<file path="config.mk">
export PLATFORM = sky130hd
export DESIGN_NAME = ad1xx_trace_buffer
export DESIGN_NICKNAME = d
export VERILOG_FILES = /design/src/rtl/ad1xx_trace_buffer.sv
export SDC_FILE = /design/constraint.sdc
export NUM_CORES = 1
export LEC_CHECK = 0
export BUFFER_PORTS_ARGS = -buffer_cell sky130_fd_sc_hd__buf_2
export CAP_MARGIN = 25
export CORE_ASPECT_RATIO = 0.9
export CORE_MARGIN = 3
export CORE_UTILIZATION = 61
export CTS_CLUSTER_DIAMETER = 50
export CTS_CLUSTER_SIZE = 10
export DETAILED_ROUTE_END_ITERATION = 6
export GPL_TIMING_DRIVEN = 0
export PLACE_DENSITY = 0.79
export SYNTH_ARGS = -nofsm -noshare
export SYNTH_HDL_FRONTEND = slang
export SYNTH_SLANG_ARGS = --single-unit
</file>
<file path="constraint.sdc">
create_clock -name clk -period 14.85 [get_ports clk]
set_input_delay 0.7425 -clock clk [delete_from_list [all_inputs] [get_ports clk]]
set_output_delay 0.7425 -clock clk [all_outputs]
set_load 0.02 [all_outputs]
</file>
<file path="src/rtl/ad1xx_trace_buffer.sv">
// Retirement-trace capture unit: records PC, instruction word and one shadowed
// register per retired instruction into a circular buffer drained over valid/ready.
module ad1xx_trace_buffer #(
   parameter int XLEN   = 32,
   parameter int ADDR_W = 30,
   parameter int DEPTH  = 16,
   parameter int CNT_W  = $clog2(DEPTH) + 1
) (
   input  logic                clk,
   input  logic                reset,
   input  logic                en,
   input  logic                mode,
   input  logic                trig_en,
   input  logic [ADDR_W-1:0]   trig_pc,
   input  logic [4:0]          watch_idx,
   input  logic                retire,
   input  logic [ADDR_W-1:0]   ret_pc,
   input  logic [31:0]         ret_inst,
   input  logic                ret_rd_we,
   input  logic [4:0]          ret_rd,
   input  logic [XLEN-1:0]     ret_rd_data,
   output logic                out_valid,
   input  logic                out_ready,
   output logic [ADDR_W+1:0]   out_pc,
   output logic [31:0]         out_inst,
   output logic [XLEN-1:0]     out_reg,
   output logic [CNT_W-1:0]    count,
   output logic                overflow,
   output logic                triggered
);

   localparam int PTR_W = $clog2(DEPTH);

   typedef enum logic [1:0] {
      S_IDLE,
      S_ARMED,
      S_CAPTURE,
      S_FROZEN
   } state_t;

   state_t            state, state_nx;
   logic [PTR_W-1:0]  head, tail;
   logic [XLEN-1:0]   shadow;

   logic [ADDR_W-1:0] mem_pc   [DEPTH];
   logic [31:0]       mem_inst [DEPTH];
   logic [XLEN-1:0]   mem_reg  [DEPTH];

   logic              shadow_hit, trig_hit, full, pop, push_try;
   logic              do_write, adv_head, adv_tail, set_ovf;
   logic [XLEN-1:0]   rec_reg;

   // The record must see a same-cycle write to the watched register.
   assign shadow_hit = retire & ret_rd_we & (ret_rd == watch_idx) & (ret_rd != 5'd0);
   assign rec_reg    = shadow_hit ? ret_rd_data : shadow;

   assign trig_hit   = retire & (ret_pc == trig_pc);
   assign full       = (count == CNT_W'(DEPTH));
   assign out_valid  = (count != '0);
   assign pop        = out_valid & out_ready;
   assign push_try   = en & (((state == S_ARMED) & trig_hit) | ((state == S_CAPTURE) & retire));
   assign triggered  = (state == S_CAPTURE) | (state == S_FROZEN);

   always_comb begin
      state_nx = state;
      do_write = 1'b0;
      adv_head = pop;
      adv_tail = 1'b0;
      set_ovf  = 1'b0;

      unique case (state)
         S_IDLE:    if (en) state_nx = trig_en ? S_ARMED : S_CAPTURE;
         S_ARMED:   if (trig_hit) state_nx = S_CAPTURE;
         S_CAPTURE: state_nx = S_CAPTURE;
         S_FROZEN:  state_nx = S_FROZEN;
         default:   state_nx = S_IDLE;
      endcase

      if (push_try) begin
         if (!full || pop) begin
            do_write = 1'b1;
            adv_tail = 1'b1;
         end else if (mode) begin
            // Wrap: overwrite the oldest slot and slide the window forward.
            do_write = 1'b1;
            adv_tail = 1'b1;
            adv_head = 1'b1;
            set_ovf  = 1'b1;
         end else begin
            set_ovf  = 1'b1;
            state_nx = S_FROZEN;
         end
      end

      if (!en) state_nx = S_IDLE;
   end

   always_ff @(posedge clk) begin
      if (reset) begin
         state    <= S_IDLE;
         head     <= '0;
         tail     <= '0;
         count    <= '0;
         overflow <= 1'b0;
         shadow   <= '0;
      end else begin
         state <= state_nx;
         if (adv_head) head <= head + PTR_W'(1);
         if (adv_tail) tail <= tail + PTR_W'(1);
         if (adv_tail && !adv_head)      count <= count + CNT_W'(1);
         else if (adv_head && !adv_tail) count <= count - CNT_W'(1);
         if (set_ovf)    overflow <= 1'b1;
         if (shadow_hit) shadow   <= ret_rd_data;
      end
   end

   // NOTE: storage is deliberately not reset; the count gates what is readable,
   // so resetting the array would only add a reset fan-out to every bit.
   always_ff @(posedge clk) begin
      if (do_write) begin
         mem_pc[tail]   <= ret_pc;
         mem_inst[tail] <= ret_inst;
         mem_reg[tail]  <= rec_reg;
      end
   end

   // Mask with out_valid so never-written slots cannot leak X onto the port.
   assign out_pc   = out_valid ? {mem_pc[head], 2'b00} : '0;
   assign out_inst = out_valid ? mem_inst[head] : '0;
   assign out_reg  = out_valid ? mem_reg[head]  : '0;

endmodule

</file>
; Yosys cells after proc, flatten, opt, wreduce, memory -nomap -nowiden
; Memory sizes are Yosys's and may differ from the RTL's. A register that Yosys moved wholly into a read port is not among the register bits.
; Cells that the tools add are included.
[classes]
n_mux = 28
eq_ne = 6
bitwise_logic = 11
add_sub_neg = 4
n_reduce_logical = 11
[op_table]
columns = cell, count
row1 = 32-bit 2-to-1 mux, 4
row2 = 30-bit == test, 1
row3 = 4-bit 2-to-1 mux, 6
row4 = 1-bit 2-to-1 mux, 10
row5 = 2-bit 2-to-1 mux, 5
row6 = 5-bit 2-to-1 mux, 2
row7 = 5-bit nonzero test, 2
row8 = "4-bit by 1-bit adder with 4-bit output, second input constant", 2
row9 = 1-bit bitwise AND, 8
row10 = 2-bit one-hot mux with 4 select lines, 1
row11 = "5-bit by 1-bit adder with 5-bit output, second input constant", 1
row12 = 5-bit == test, 1
row13 = "5-bit == test, second input constant", 1
row14 = "5-bit by 1-bit subtractor with 5-bit output, second input constant", 1
row15 = "2-bit == test, second input constant", 2
row16 = 1-bit logical NOT, 3
row17 = "2-bit by 1-bit == test with 1-bit output, second input constant", 1
row18 = 1-bit logical AND, 2
row19 = 2-bit logical NOT, 1
row20 = 1-bit OR, 2
row21 = 2-bit nonzero test, 1
row22 = 2-bit OR reduction, 1
row23 = 1-bit logical OR, 1
row24 = 1-bit NOT, 1
[totals]
out_inout_bits = 104
reg_bits = 48
memories = 3
elab_cells = 69
ram_bits = 1504
[memory_table]
columns = memory, depth, width, rd, rd_ports_with_merged_regs, write_ports, line_no
row1 = mem_inst, 16, 32, 1, 1, 1, 46  ; logic [31:0] mem_inst [DEPTH];
row2 = mem_reg, 16, 32, 1, 1, 1, 47  ; logic [XLEN-1:0] mem_reg [DEPTH];
row3 = mem_pc, 16, 30, 1, 1, 1, 45  ; logic [ADDR_W-1:0] mem_pc [DEPTH];

; Logic depth before layout (Yosys ltp)
[logic_depth]
depth_word = 10
depth_mapped = 15
ltp_nobuf = 15

; Worst setup path before layout
; Ideal clock, no wire load.
[synth_timing]
path_kind = input to register
from = input port trig_pc[25]
to = memory mem_inst[3][0] (enable)
arrival_time_ns = 11.067
path_buffers = 0
path_slack_ns = 3.003
stages = 6
path_cell_list = xnor2_1 > nand4_1 > or4_4 > o32a_4 > nor3_4 > nor4bb_1
[synth_between]
elab_chain_len = 8
[synth_lines]
columns = item, line_no
row1 = start: declaration, 14  ; input logic [ADDR_W-1:0] trig_pc,
row2 = 30-bit == test, 57  ; assign trig_hit = retire & (ret_pc == trig_pc);
row3 = 1-bit bitwise AND, 57
row4 = 1-bit bitwise AND, 61  ; assign push_try = en & (((state == S_ARMED) & trig_hit) | ((state == S_CAPTURE) & retire));
row5 = 1-bit OR, 61
row6 = 1-bit bitwise AND, 61
row7 = 1-bit 2-to-1 mux, 79  ; if (push_try) begin
row8 = 1-bit 2-to-1 mux, 120  ; if (do_write) begin
row9 = 1-bit 2-to-1 mux (not written as such), 122  ; mem_inst[tail] <= ret_inst;
row10 = end: declaration, 46
; No other way between the ends.

==> results_dict.tcl <==
set metrics [dict create \
    hpwl_um 88100 \
    routed_wire_length_per_instance_um 39.3 \
    route.vias.total 31700 \
    number_of_standard_cell_rows_in_the_floorplan 108 \
    tritoncts "done" \
    slew_limit_headroom_pct 25.4 \
    final-instance-count-excl-fill 4361 \
    worst_slew_pin_slew_ps 1110 \
    fin_worst_skew_ps 36.4 \
    period_needed_ps 5400 \
    sequential_element_share_of_the_synthesized_area_pct 77.1 \
    min_path_type "input pin to flip-flop" \
    critical_path.endpoint_type "output port" \
    ys_warn_count 0 \
    r2r_start "count[0]" \
    synth_largest_type_area_fraction_pct 75.4 \
    worst_ep_arrival_time_ps 4650 \
    critical_path_required_ps 14110 \
    final_layout_size_suffix_gt1_share_pct 34.6 \
    die-area_um2 102000 \
    htree_levels 4 \
    clock-sinks 1556 \
    placed_cells_incl_taps 4074 \
    vias_per_inst 7.27 \
    rsz0062_at_grt "no" \
    drtAntennaViolNets 0 \
    global_route.usage.total_pct 33.5 \
    initial_utilization_pct 61.9 \
    detailedRoute.firstPassIterationCount 7 \
    core_region_area_um2 96900 \
    post-route-period-util_pct 36.3 \
    leading_cell_type_in_the_layout_fill_and_taps_excluded "sky130_fd_sc_hd__edfxtp_1" \
    setup.worst_path.start_class "flip-flop" \
    holdBufCountCts 0 \
    layout-area-overhead-vs-synth_pct 15.3 \
    power.static_leakage_uw 0.0214 \
    finalMaxSlewViolations 0 \
    grt_first_pass_wirelength_um 236000 \
    cts_repair_resize_count 0 \
    synth_cells 2511 \
    timing.hold.worst_path_depth 2 \
    number_of_synthesized_flops_with_an_enable_pin 1504 \
    synth.cell_area_um2 59900 \
    final_net_count 3150 \
    syn_area_per_cell_um2 23.9 \
    worst_r2r_path_depth 14 \
    postCtsSetupRepairBufs 0 \
    reg2reg_slack_ps 10600 \
    io_pins 246 \
    die-height_um 303 \
    cap_viol_max_count 0 \
    flip_flop_and_latch_count_after_synthesis 1556 \
    yosys-top-cells-area "sky130_fd_sc_hd__edfxtp_1, sky130_fd_sc_hd__mux4_2, sky130_fd_sc_hd__dfxtp_1" \
    cts_clk_pin_slew_worst_paths_ps 60 \
    layout_common_cells "sky130_fd_sc_hd__edfxtp_1, sky130_fd_sc_hd__mux4_2, sky130_fd_sc_hd__buf_2" \
    drt-total-wl_um 171000 \
    clock_tree.buffer_depth 3 \
    rr_endpoint "count[4]" \
    grt_max_degree 45 \
    io_buf_count 243 \
    setup-violations-final 0 \
    hold_start "en" \
    drtIter0Drc 5911 \
    primary_ff_master_synth "sky130_fd_sc_hd__edfxtp_1" \
    path_class "flip-flop to output port" \
    critical_path.max_fanout 10 \
    cts-buffers-inserted 176 \
    finalCoreUtilization_pct 71.3 \
    antenna_found_initial 16 \
    power.ir.vdd_worst_mv 0.138 \
    gpl.final_weighted_congestion 0.818 \
    post-layout-total-power_uw 12300 \
    die_width_um 336 \
    post-synth-top-area-cell "sky130_fd_sc_hd__edfxtp_1" \
    hold_end "state[0]" \
    synthArstFlopShare_pct 0 \
    detail_route.drc_violations 9 \
    violations "DRC" \
    synth_cell_type_count 53 \
    cellPowerDensity_nw_per_um2 178 \
    status "complete, but fails checks" \
    vias_in_the_first_global_route 32500 \
    grt.overflow.total 0 \
    achievable-frequency_mhz 185 \
    hold_viol 0 \
    clock_insertion_delay_worst_skew_ps 790 \
    clock-root-buffer "sky130_fd_sc_hd__clkbuf_16" \
]
-- cell usage after synthesis (10+ instances only) --
cell,instances
sky130_fd_sc_hd__inv_1,10
sky130_fd_sc_hd__xnor2_1,33
sky130_fd_sc_hd__buf_2,36
sky130_fd_sc_hd__and2_1,126
sky130_fd_sc_hd__ha_1,10
sky130_fd_sc_hd__edfxtp_1,1504
sky130_fd_sc_hd__dfxtp_1,52
sky130_fd_sc_hd__mux2_2,34
sky130_fd_sc_hd__nor2_1,15
sky130_fd_sc_hd__clkbuf_1,82
sky130_fd_sc_hd__mux4_2,470
sky130_fd_sc_hd__nand4_1,17
sky130_fd_sc_hd__a21oi_1,12
sky130_fd_sc_hd__buf_1,13
-- report_power, final --
| group | leakage (uW) | switching [uW] | internal [uW] | total [uW] |
|---|---|---|---|---|
| combinational | 0.00530 | 2060 | 1470 | 3530 |
| sequential | 0.0137 | 20.0 | 4810 | 4830 |
| clock | 0.00241 | 1720 | 2210 | 3920 |
-- worst max-delay path by stage --
| stage | slack (ps) | to | cells after the start |
|---|---|---|---|
| final | 9450 | out_pc[13] | 7 |
| after floorplan | 3000 | mem_inst[3][0] | 6 |
| after global placement | -9080 | mem_reg[3][3] | 7 |
| after global routing | 9380 | out_pc[13] | 7 |
| after detailed placement | 9450 | count[4] | 16 |
| after CTS | 9390 | out_pc[12] | 7 |
-- layer usage --
metal  vias to the layer above  GRT usage, %  routed length [um]
met5                         -             0                  36
met1                     16400          44.0               54700
li1                      11700             -                   -
met3                       551          8.48               22300
met2                      3056          54.0               85900
met4                         6          15.2                8400
-- through the flow --
stage | area, um2 | setup TNS (ps) | worst slack, ps | hold WS (ps)
final | 69100 | 0 | 9450 | 314
after global routing | 69100 | 0 | 9380 | 289
after CTS | 68900 | 0 | 9390 | 259
after detailed placement | 63900 | 0 | 9450 | 474
after global placement | 62700 | -851240 | -9080 | 455
after floorplan | 59900 | 0 | 3000 | 491
-- final cells by class --
class | count | area [um2]
clock inverter | 22 | 327
buffer | 134 | 563
inverter | 10 | 37.5
timing repair buffer | 307 | 2490
tap | 1265 | 1580
fill | 5071 | 27800
sequential | 1556 | 46200
multi-input combinational | 812 | 13200
clock buffer | 243 | 4690
antenna | 12 | 30.0
-- logic make-up (layout without fill, tap and decap cells) --
family | after synthesis | after routing | share of synthesized area, %
buf+inv | 144 | 716 | 1.00
compound gates | 34 | 34 | 0.401
other cells | 1 | 14 | 0.00626
flops | 1556 | 1556 | 77.1
xor+xnor | 38 | 38 | 0.555
simple gates | 223 | 223 | 2.39
mux | 504 | 504 | 18.3
fa+ha+maj | 11 | 11 | 0.242
-- critical path: stages (launching register included) --
cell and delay (ps):
sky130_fd_sc_hd__dfxtp_1 300, sky130_fd_sc_hd__clkbuf_1 400, sky130_fd_sc_hd__clkbuf_1 840, sky130_fd_sc_hd__buf_2 690
sky130_fd_sc_hd__mux4_2 650, sky130_fd_sc_hd__mux4_2 540, sky130_fd_sc_hd__and2_1 260, sky130_fd_sc_hd__buf_2 190
Note: power is estimated with default switching activity, not from simulation.
